**src/rtl/mont_reduce.sv**
```systemverilog
// rtl/mont_reduce.sv - three-stage Montgomery reduction (r = T * 2^-16 mod q) for Kyber products
// All stages advance together on a single global enable; bubbles are kept in place.
module mont_reduce #(
  parameter int Q        = 3329,
  parameter int R_BITS   = 16,
  parameter int QINV_NEG = 3327
) (
  input  logic        clk,
  input  logic        rst,
  input  logic        in_valid,
  output logic        in_ready,
  input  logic [23:0] in_t,
  output logic        out_valid,
  input  logic        out_ready,
  output logic [11:0] out_r,
  output logic        busy
);

  localparam int T_W = 24;
  localparam int U_W = 29;
  localparam int S_W = U_W - R_BITS;

  localparam logic [R_BITS-1:0] QINV_L = R_BITS'(QINV_NEG);
  localparam logic [S_W-1:0]    Q_S    = S_W'(Q);
  localparam logic [U_W-1:0]    Q_U    = U_W'(Q);

  logic              adv;
  logic              s1_valid;
  logic [T_W-1:0]    s1_t;
  logic [R_BITS-1:0] s1_m;
  logic              s2_valid;
  logic [S_W-1:0]    s2_t;

  logic [R_BITS-1:0] m_next;
  logic [U_W-1:0]    u;

  assign adv      = !out_valid || out_ready;
  assign in_ready = adv;
  assign busy     = s1_valid | s2_valid | out_valid;

  // Multiply truncates to R_BITS, which is exactly the mod 2^R reduction of m.
  assign m_next = in_t[R_BITS-1:0] * QINV_L;
  assign u      = U_W'(s1_t) + U_W'(s1_m) * Q_U;

  always_ff @(posedge clk) begin
    if (rst) begin
      s1_valid  <= 1'b0;
      s1_t      <= '0;
      s1_m      <= '0;
      s2_valid  <= 1'b0;
      s2_t      <= '0;
      out_valid <= 1'b0;
      out_r     <= '0;
    end else if (adv) begin
      s1_valid  <= in_valid;
      s1_t      <= in_t;
      s1_m      <= m_next;
      s2_valid  <= s1_valid;
      // Low R_BITS of u are zero by construction; the quotient is below 2Q.
      s2_t      <= S_W'(u >> R_BITS);
      out_valid <= s2_valid;
      out_r     <= (s2_t >= Q_S) ? 12'(s2_t - Q_S) : s2_t[11:0];
    end
  end

endmodule

```
**config.mk**
```make
export PLATFORM = sky130hd
export DESIGN_NAME = mont_reduce
export DESIGN_NICKNAME = d
export VERILOG_FILES = /design/src/rtl/mont_reduce.sv
export SDC_FILE = /design/constraint.sdc
export NUM_CORES = 1
export LEC_CHECK = 0
export BUFFER_PORTS_ARGS = -buffer_cell sky130_fd_sc_hd__clkbuf_2
export CORE_MARGIN = 5
export CORE_UTILIZATION = 50
export DETAILED_ROUTE_END_ITERATION = 16
export PLACE_DENSITY = 0.65
export SLEW_MARGIN = 20
export SYNTH_ARGS = -nofsm -noshare
export SYNTH_HDL_FRONTEND = slang
export SYNTH_SLANG_ARGS = --single-unit
```
**constraint.sdc**
```tcl
create_clock -name clk -period 9.5 [get_ports clk]
set_input_delay 1.9 -clock clk [delete_from_list [all_inputs] [get_ports clk]]
set_output_delay 1.9 -clock clk [all_outputs]
set_load 0.05 [all_outputs]
```
== Yosys cells after proc, flatten, opt, wreduce, memory -nomap -nowiden ==
Index checks and enable logic that the tools add are counted.

* Magnitude comparators: 1
* $mul: 2
* Reduce and logical (&&, ||, !) cells: 2
* Multiplexer cells: 1
* Add/sub/neg operators: 2
* Bitwise operators: 2

{| class="wikitable"
|+ Operator list
! cell !! number
|-
| 24-bit by 28-bit adder with 29-bit output || 1
|-
| 16-bit by 12-bit multiplier with 28-bit output (second input constant) || 1
|-
| 16-bit by 12-bit multiplier with 16-bit output (second input constant) || 1
|-
| 13-bit by 12-bit greater-or-equal comparator with 1-bit output (second input constant) || 1
|-
| 12-bit 2-to-1 mux || 1
|-
| 12-bit subtractor (second input constant) || 1
|-
| 1-bit OR || 2
|-
| 1-bit logical NOT || 1
|-
| 1-bit logical OR || 1
|}

* Output and inout bits: 15
* Input port bits: 28
* Word-level logic and storage cells: 17
* Register bits after elaboration: 68

== Longest topological paths before layout ==
Gate-level depths: netlist of the first run.

* Depth in word-level cells: 2
* Gate-level depth with buffers: 19
* Gate-level depth less buffers: 19

== Worst setup path before layout of the first run ==
No wires, ideal clock.

* Path kind: in2reg
* Start: input in_t[8]
* End: register s1_m[15]
* Arrival time: 5.860 ns
* Setup slack: 3.578 ns
* Data required time: 9.438 ns
* Path buffers: 0
* Cell stages on the path: 15
* Library setup time: 0.062 ns
* Cell sequence: fa_1 -> inv_1 -> fa_1 -> inv_1 -> fa_1 -> fa_1 -> inv_1 -> fa_1 -> inv_1 -> ha_1 -> or2_2 -> a21oi_1 -> a21oi_1 -> or3_1 -> nand3_1

* Word-level cells in the longest chain between the ends: 1

{| class="wikitable"
|+ RTL lines
! what !! RTL line !! source
|-
| from (decl) || 12 || <nowiki>input logic [23:0] in_t,</nowiki>
|-
| 16-bit by 12-bit multiplier with 16-bit output || 42 || <nowiki>assign m_next = in_t[R_BITS-1:0] * QINV_L;</nowiki>
|-
| to (signal assigned) || 57 || <nowiki>s1_m <= m_next;</nowiki>
|-
| to (decl) || 30 || <nowiki>logic [R_BITS-1:0] s1_m;</nowiki>
|}

No other way between the ends.
A chain may end at the register's enable or synchronous reset.

== Worst setup path in the final report of the first run ==
* Start: input in_t[6]
* End: register s1_m[13]

The elaborated chain is that of the path after synthesis.

==> results.md, run 1 <==
* Outcome: completed
* Top_reg_cell synth: dfxtp_1
* Num CTS Buffers at 9
* Final nets at 1116
* Fmax at 170 MHz
* Clk Latency, worst-skew pair at 340 ps
* CTS clock-pin slew for the worst setup and hold paths at 60 ps
* Share of cells above drive strength 1 at 0.0831
* Die area at 17700 µm²
* Htree depth at 3
* IO Count at 43
* Final Instance Count excl. Fillers at 1042
* R2R Setup Slk at 4650 ps
* Area grow syn2layout at 8.98%
* Post-route ant nets at 0
* Clk_skew at 12.5 ps
* CP Class: in -> reg
* Cell variety after synth at 51
* Final TNS setup at 0 ps
* Critical path's slowest cell: fa_1
* Final Hold Viols at 0
* Largest delay share family, worst path: adder cells
* Syn Area/Cell at around 9 µm²
* 1st-iter DRT viols at 313
* Die Wd at between 100 and 150 µm
* Post-synthesis mux area share at 0.00133
* RSZ-0062 raised after global routing: no
* Via count at around 5400
* DRC at 0
* Largest net degree at the start of global routing at 76
* Critical path endpoint category: flip-flop
* Simple-gate share of the synthesized area at 0.103
* Grt ovf at 0
* Pins Over Slew Limit at 0
* Async S/R FF share, synth at 0
* WL final at 14900 µm
* Cts repair resizes at 0
* Period Utilization, post-route at 0.620
* Vias per cell at 5.18
* Mapped Area at 7550 µm²
* CP Max Fanout at 6
* Initial antenna violation count at 0
* Final GP Congestion at 0.901
* Final worst slack at 3610 ps
* Slew margin rel. at 0.481
* Place WS at between 3000 and 4000 ps
* Longest Clk Path Bufs at 2
* Worst path cell trace: clkbuf_2 > fa_1 > inv_1 > fa_1 > fa_1 > inv_1 > fa_1 > inv_1 > fa_1 > inv_1 > ha_1 > and2_1 > a31o_2 > a211oi_1 > xnor2_1 > nand2_1 > a21oi_1
* Tmin final at 5890 ps
* Worst Path Required at roughly 9800 ps
* FF/Latch Area at 1340 µm²
* Xor and xnor area share after synthesis at 0.0441
* Slew @ Worst Pin at 779 ps
* Flops & latches, synth at 67
* HPWL Detailed at about 12000 µm
* Core area at 15000 µm²
* Fill count at 1351
* Port Buffers at 42
* Post-CTS Hold Buffers at 0
* # setup viols final at 0
* CTS tree: yes
* YS warnings at 0
* Data arrival time of the worst path at between 6000 and 7000 ps
* Placed Cells at 1026
* Die Height at 133 µm
* CP Launch Type: input pin
* Diodes inserted at 0
* Sink Count at 67
* Vias in the first global route at 5266
* CP Buf/Inv Count at 5
* Post-Synth Adder-Cell Area at 0.484
* Std-Cell Rows at 45
* Synth Area in Compound Gates at 0.109
* Peak per-stage delay on the critical path at 610 ps
* Cell count after synthesis at 816
* Starting Density at 0.502
* Most frequent CP cell: fa_1
* Total of max-cap violations at 0
* Global-route wire length before repair at about 26000 µm
* Buffer count from post-CTS setup fixing at 0
* Clock Tree Root: clkbuf_16
* Seq/Total Area, Yosys at 0.178
* Wirelength per Cell at 14.3 µm
* Syn nets at 1083
* Area of the multi-input gates at 5610 µm²
* Global Route Usage Sum at 0.180
* Hold WC Path Type: reg -> reg
* TritonRoute pass-1 iters at 4
* Largest family of logic cells by synthesized area: adder cells
* Number of enable flip-flop cells after synthesis at 0
[worst register-to-register path: stages, from the launching register on]
cell	delay, ps
dfxtp_1	380
ha_1	310
inv_1	50
fa_1	500
inv_1	40
ha_1	270
inv_1	60
fa_1	500
fa_1	540
inv_1	40
ha_1	310
a211oi_1	250
o21ai_0	120
o211ai_1	210
a41oi_2	280
a21oi_1	300
o21ai_1	140
or3_1	350
a31oi_1	150
[routing by layer]
metal  track usage  up-vias  routed length (µm)
met5             0        -                   0
li1              -     2754                   -
met2         0.279       81                6640
met3        0.0270       13                 608
met1         0.263     2548                7390
met4        0.0491        0                 226
[layout by cell type, fill, tap and decap left out, types with 9 or more instances in the layout]
cell | synthesis | routed
inv_1 | 136 | 135
a21oi_1 | 73 | 73
clkbuf_16 | 0 | 9
nand3_1 | 14 | 14
xnor2_1 | 26 | 26
nor2_1 | 12 | 12
a211oi_1 | 9 | 9
clkbuf_2 | 0 | 42
nand2_1 | 106 | 106
fa_1 | 89 | 89
o21ai_0 | 18 | 18
ha_1 | 150 | 150
dfxtp_1 | 67 | 67
xor2_1 | 12 | 12
[stage by stage]
| step | util | cell area (µm²) | hold slack [ps] |
|---|---|---|---|
| 2_1_floorplan | - | 7550 | 436 |
| 5_1_grt | 0.548 | 8230 | 470 |
| 3_3_place_gp | 0.528 | 7940 | 440 |
| 6_report | 0.548 | 8230 | 450 |
| 4_1_cts | 0.548 | 8230 | 453 |
| 3_5_place_dp | 0.528 | 7940 | 444 |
[worst paths after layout]
| kind | startpoint | endpoint | cells after the start |
|---|---|---|---|
| setup / recovery | in_t[6] | s1_m[13] | 17 |
| hold / removal | out_r[1] | out_r[1] | 2 |
| setup reg to reg | s1_m[2] | s2_t[12] | 18 |
| hold reg to reg | out_r[1] | out_r[1] | 2 |
[registers in the layout, indices dropped and copies added, names as in the netlist]
name and count:
s1_m 15, s2_t 13, out_r 12, out_valid 1, s1_valid 1, s1_t 24, s2_valid 1
[logic make-up after synthesis]
group,Yosys count
adders and majority gates,239
and+or+nand+nor,173
buffers and inverters,160
AOI/OAI and AO/OA,138
DFF,67
xor gates and xnor gates,38
muxes,1
[synthesized netlist by cell type (all sizes together) (2+ instances only)]
| cell type | number | area [µm²] |
|---|---|---|
| nor3 | 6 | 30.0 |
| or3 | 7 | 43.8 |
| a21oi | 73 | 365 |
| o31ai | 2 | 15.0 |
| and3 | 4 | 25.0 |
| o211ai | 3 | 27.5 |
| o22ai | 2 | 12.5 |
| or4 | 3 | 26.3 |
| xor2 | 12 | 105 |
| buf | 4 | 23.8 |
| inv | 136 | 510 |
| nor2 | 12 | 45.0 |
| nand2b | 4 | 25.0 |
| nand3 | 14 | 70.1 |
| nand4 | 4 | 25.0 |
| a31o | 2 | 17.5 |
| a21o | 8 | 60.1 |
| dfxtp | 67 | 1340 |
| and2 | 2 | 12.5 |
| a31oi | 5 | 31.3 |
| nor4b | 2 | 17.5 |
| xnor2 | 26 | 228 |
| nand2 | 108 | 415 |
| clkbuf | 20 | 75.1 |
| nor2b | 4 | 25.0 |
| fa | 89 | 1780 |
| o21a | 2 | 15.0 |
| ha | 150 | 1880 |
| o21ai | 23 | 115 |
| a211oi | 9 | 67.6 |
[layout make-up]
type / instances / area share
Clock inverter: 6 / 0.00790
Inverter: 136 / 0.0620
Tap cell: 188 / 0.0286
Sequential cell: 67 / 0.163
Clock buffer: 10 / 0.0278
Multi-Input combinational cell: 589 / 0.682
Timing Repair Buffer: 46 / 0.0292
Power of run 1 is left out: the tool's default activity adds up to more than one toggle a clock period on the data nets, which glitch-free logic cannot reach.
==> inputs of run 2 (changes only) <==
- PLACE_DENSITY: 0.65 -> 0.68
- clock period: 9.5 -> 5.15 ns (I/O delays scaled with it)
==> run 2 against run 1 <==
  * Register-to-register slack got worse by 4400 ps
  * Global-route usage rose by 0.68 points
  * Sequential share of layout area fell by 0.59 points
  * Hold slack barely moved
  * Clock-buffer cell count did not move
  * Via count rose by 3.4%
  * Wire length rose by 3.4%
  * First-iteration DRC count fell by 12%
==> results.md, run 2 (synthesized netlist as in run 1, its figures left out) <==
* Sink Count at 67 (unchanged)
* HPWL Detailed at 12800 µm (+5.1%)
* Commonest non-fill, non-tap cells in the layout: ha_1, inv_1, nand2_1
* Slew @ Worst Pin at 655 ps (-124 ps)
* CP Launch Type: input pin
* Port Buffers at 42 (unchanged)
* CTS clock-pin slew for the worst setup and hold paths at 60 ps (about the same)
* Min-delay src: out_r[1]
* Final TNS setup at 0 ps (unchanged)
* Die area at 17700 µm² (unchanged)
* Reg2Reg Capture Point: s2_t[12]
* Clk Latency, worst-skew pair at 340 ps (about the same)
* Starting Density at 0.502 (unchanged)
* Vias in the first global route at 5664 (+7.6%)
* Period Utilization, post-route at 0.951
* Die Wd at 133 µm (unchanged)
* Outcome: completed
* R2R Setup Slk at 290 ps (-4360 ps)
* CP Class: in -> reg
* Hold WC Path Type: reg -> reg
* CP Buf/Inv Count at 5 (unchanged)
* Slew margin rel. at 0.563 (+0.0819)
* Final Hold Viols at 0 (unchanged)
* Global Route Usage Sum at 0.187 (+0.00680)
* Num CTS Buffers at 9 (unchanged)
* Final nets at 1153 (+3.3%)
* WHS at 450 ps (+0.0900 ps)
* Initial antenna violation count at 0 (unchanged)
* Largest Register: s1_t
* Largest net degree at the start of global routing at 61 (-20%)
* Global-route wire length before repair at 27100 µm (+5.3%)
* Data arrival time of the worst path at 5180 ps (-970 ps)
* R2R depth at 18 (unchanged)
* Biggest regs: s1_t: 24 flops, s1_m: 15 flops, s2_t: 13 flops
* Post-CTS Hold Buffers at 0 (unchanged)
* Wirelength per Cell at 14.2 µm (-0.19%)
* TritonRoute pass-1 iters at 4 (unchanged)
* Core area at 15000 µm² (unchanged)
* Area of the multi-input gates at 5610 µm² (about the same)
* Htree depth at 3 (unchanged)
* Most frequent CP cell: fa_1
* Longest Clk Path Bufs at 2 (unchanged)
* Placed Cells at 1063 (+3.6%)
* Design Area, Final at 8540 µm² (+3.7%)
* CP Max Fanout at 3 (-3)
* RSZ-0062 raised after global routing: no
* Final Instance Count excl. Fillers at 1079 (+3.6%)
* Die Height at 133 µm (unchanged)
* Largest delay share family, worst path: adder cells
* Critical path's slowest cell: fa_1
* Tmin final at 4900 ps
* Post-route ant nets at 0 (unchanged)
* Critical path endpoint category: flip-flop
* Placed cell area at 8220 µm² (+3.5%)
* Pins Over Slew Limit at 0 (unchanged)
* Worst Hold Depth at 2 (unchanged)
* FF/Latch Area at 1340 µm² (unchanged)
* Peak per-stage delay on the critical path at 580 ps (-30 ps)
* CTS tree: yes
* Fmax at about 200 MHz
* WL final at 15400 µm (+3.4%)
* Hold path endpoint: out_r[1]
* RR Startpoint: s1_m[1]
* Diodes inserted at 0 (unchanged)
* Area grow syn2layout at 13.0%
* Worst Path Required at 5430 ps (-4340 ps)
* 1st-iter DRT viols at 275 (-12%)
* Clk_skew at 11.0 ps (-1.52 ps)
* Total of max-cap violations at 0 (unchanged)
* DRC at 0 (unchanged)
* Clock Tree Root: clkbuf_16
* Grt ovf at 0 (unchanged)
* Std-Cell Rows at 45 (unchanged)
* Commonest non-fill, non-tap cell in the layout: ha_1
* IO Count at 43 (unchanged)
* Vias per cell at 5.17 (-0.17%)
* # setup viols final at 0 (unchanged)
* Share of cells above drive strength 1 at 0.123 (+0.0403)
* Via count at 5578 (+3.4%)
* Worst path cell trace: clkbuf_2 > fa_1 > inv_1 > fa_1 > fa_1 > inv_1 > fa_1 > inv_1 > fa_1 > inv_1 > ha_1 > and2_1 > a31o_2 > a21oi_1 > a21oi_1 > or3_1 > nand3_1
* Largest register FFs at 24 (unchanged)
* Final GP Congestion at 0.839 (-6.9%)
* Fill count at 1354 (+0.22%)
[run 2: changes by cell type in the layout (fill, tap and decap cells not counted)]
| cell | previous run | this run |
|---|---|---|
| clkinv_4 | 1 | 2 |
| clkinv_2 | 2 | 1 |
| a21boi_2 | 0 | 1 |
| buf_4 | 4 | 41 |
| clkbuf_2 | 42 | 41 |
| inv_2 | 1 | 2 |
| inv_1 | 135 | 134 |
| bufinv_16 | 1 | 2 |
| a21boi_1 | 1 | 0 |
| buf_2 | 0 | 1 |
| inv_6 | 1 | 0 |
[run 2: layout make-up]
class | instances | share of cell area
Sequential cell | 67 | 0.157
Timing Repair Buffer | 83 | 0.0607
Multi-Input combinational cell | 589 | 0.658
Inverter | 136 | 0.0598
Tap cell | 188 | 0.0275
Clock buffer | 10 | 0.0268
Clock inverter | 6 | 0.0106
[run 2: per-stage QoR]
step	worst slack (ps)	util
2_1_floorplan	98.1	-
3_3_place_gp	-28.9	0.546
3_5_place_dp	-104	0.546
4_1_cts	258	0.568
5_1_grt	0.492	0.568
6_report	254	0.568
[run 2: worst max-delay path by stage]
stage | start | end | slack, ps | depth (start not counted)
after floorplan | in_t[8] | s1_m[15] | 100 | 15
after global placement | in_t[8] | s1_m[15] | -30 | 16
after detailed placement | in_t[6] | s1_m[15] | -100 | 17
after CTS | in_t[6] | s1_m[13] | 260 | 17
after global routing | in_t[3] | s1_m[12] | 0.5 | 18
final | in_t[6] | s1_m[15] | 250 | 17
[run 2: worst min-delay path, cell delays in order (launching register included)]
cell	delay (ps)
dfxtp_1	300
nand2_1	50
a21oi_1	50
[run 2: layer usage]
metal,part of all wire,global-route usage,vias up
met5,0,0,-
met4,0.020,0.0583,0
met3,0.029,0.0213,19
met2,0.47,0.309,84
met1,0.48,0.257,2641
li1,-,-,2834
[run 2: what timing repair did]
action / in CTS / in global routing
buffers inserted: 0 / 0
gates resized for setup: 0 / 3
endpoints found under the setup margin: 0 / 2
Power of run 2 is left out for the same reason.
==> inputs of run 3 (changes only) <==
- PLACE_DENSITY: 0.68 -> 0.65
- clock period: 5.15 -> 5.8 ns (I/O delays scaled with it)
==> run 3 against run 2 <==
  * Via count is 3.1% lower
  * Sequential share of layout area grew 0.57 points
  * Core utilization shrank 2.0 points
  * Design area is 3.5% lower
  * Global-route usage decreased by 0.55 points
  * Critical path depth unchanged
  * Non-clock buffer count fell by 37
  * Cell count fell by 3.4%
  * Wire length shrank 2.1%
  * Clock skew is 1.7 ps higher
==> results.md, run 3 (synthesized netlist as in run 1, its figures left out) <==
* Period Utilization, post-route at 0.885
* End of the critical path: s1_m[13]
* Share of cells above drive strength 1 at 0.0843 (-0.0391)
* Slew @ Worst Pin at 779 ps (+124 ps)
* RSZ-0062 raised after global routing: no
* Post-route ant nets at 0 (unchanged)
* Port Buffers at 42 (unchanged)
* Num CTS Buffers at 9 (unchanged)
* Biggest regs: s1_t: 24 flops, s1_m: 15 flops, s2_t: 13 flops
* Hold WC Path Type: reg -> reg
* 1st-iter DRT viols at 280 (+1.8%)
* CP Launch Type: input pin
* Grt ovf at 0 (unchanged)
* CTS clock-pin slew for the worst setup and hold paths at 60 ps (about the same)
* Reg2Reg Capture Point: s2_t[12]
* Final nets at 1116 (-3.2%)
* Vias in the first global route at 5284 (-6.7%)
* WL final at 15100 µm (-2.1%)
* Worst Path Required at 6070 ps (+640 ps)
* Total of max-cap violations at 0 (unchanged)
* Die Wd at 133 µm (unchanged)
* Fmax at 195 MHz
* Final GP Congestion at 0.901 (+7.4%)
* Vias per cell at 5.19 (+0.30%)
* DRC at 0 (unchanged)
* Global-route wire length before repair at 25900 µm (-4.4%)
* TritonRoute pass-1 iters at 4 (unchanged)
* Final Hold Viols at 0 (unchanged)
* Slew margin rel. at 0.481 (-0.0820)
* Via count at 5403 (-3.1%)
* Htree depth at 3 (unchanged)
* Pins Over Slew Limit at 0 (unchanged)
* Data arrival time of the worst path at 5410 ps (+230 ps)
* Largest Register: s1_t
* Final Instance Count excl. Fillers at 1042 (-3.4%)
* CP Class: in -> reg
* Wirelength per Cell at 14.4 µm (+1.4%)
* # setup viols final at 0 (unchanged)
* RR Startpoint: s1_m[1]
* Std-Cell Rows at 45 (unchanged)
* Clk Latency, worst-skew pair at 340 ps (about the same)
* Diodes inserted at 0 (unchanged)
* Largest register FFs at 24 (unchanged)
* Clk_skew at 12.7 ps (+1.66 ps)
* Global Route Usage Sum at 0.181 (-0.00555)
* Commonest non-fill, non-tap cell in the layout: ha_1
* CP Max Fanout at 6 (+3)
* IO Count at 43 (unchanged)
* Worst setup startpoint: in_t[6]
* Longest Clk Path Bufs at 2 (unchanged)
* Post-CTS Hold Buffers at 0 (unchanged)
* Starting Density at 0.502 (unchanged)
* R2R depth at 18 (unchanged)
* Final TNS setup at 0 ps (unchanged)
* Sink Count at 67 (unchanged)
* Clock Tree Root: clkbuf_16
* Core area at 15000 µm² (unchanged)
* Outcome: completed
* Die Height at 133 µm (unchanged)
* Tmin final at between 5000 and 6000 ps
* CTS tree: yes
* Critical path endpoint category: flip-flop
* HPWL Detailed at 12200 µm (-4.7%)
* Cts repair resizes at 0 (unchanged)
* Placed Cells at 1026 (-3.5%)
* Initial antenna violation count at 0 (unchanged)
* Largest net degree at the start of global routing at 76 (+25%)
* Area grow syn2layout at 9.06%
* Fin util at 0.548 (-0.0200)
* Commonest non-fill, non-tap cells in the layout: ha_1, inv_1, nand2_1
* Die area at 17700 µm² (unchanged)
* R2R Setup Slk at 940 ps (+650 ps)
* Buffer count from post-CTS setup fixing at 0 (unchanged)
[run 3: worst min path at each step]
stage,startpoint,end,slack (ps),cells past startpoint
finish,out_r[0],out_r[0],450,2
global route,s1_t[3],s1_t[3],470,2
CTS,s1_t[15],s1_t[15],460,2
detailed placement,s1_t[15],s1_t[15],450,2
global placement,out_r[1],out_r[1],440,2
floorplan,s1_t[10],s1_t[10],440,2
[run 3: area by class of cell]
type                            count  area, µm²
Fill cell                        1380       6800
Multi-Input combinational cell    589       5610
Sequential cell                    67       1340
Inverter                          136        510
Timing Repair Buffer               46        240
Tap cell                          188        235
Clock buffer                        9        225
Clock inverter                      7       75.1
[run 3: per-layer routing]
| layer | GRT usage | wire length, µm | vias up | part of all wire |
|---|---|---|---|---|
| li1 | - | - | 2754 | - |
| met1 | 0.262 | 7650 | 2583 | 0.51 |
| met2 | 0.286 | 6820 | 52 | 0.45 |
| met3 | 0.0240 | 384 | 14 | 0.026 |
| met4 | 0.0514 | 191 | 0 | 0.013 |
| met5 | 0 | 0 | - | 0 |
[run 3: through the flow]
stage | instance area, µm² | hold slack, ps | setup slack, ps
3_5_place_dp | 7940 | 447 | 310
6_report | 8240 | 452 | 665
2_1_floorplan | 7550 | 436 | 618
3_3_place_gp | 7940 | 440 | 356
5_1_grt | 8240 | 474 | 420
4_1_cts | 8240 | 456 | 671
[run 3: worst max-delay path, cell delays in order]
cell	delay, ps
clkbuf_2	160
fa_1	610
inv_1	70
fa_1	400
fa_1	480
inv_1	50
fa_1	470
inv_1	50
fa_1	520
inv_1	40
ha_1	350
and2_1	180
a31o_2	220
a211oi_1	260
xnor2_1	150
nand2_1	60
a21oi_1	170
Power of run 3 is left out for the same reason.
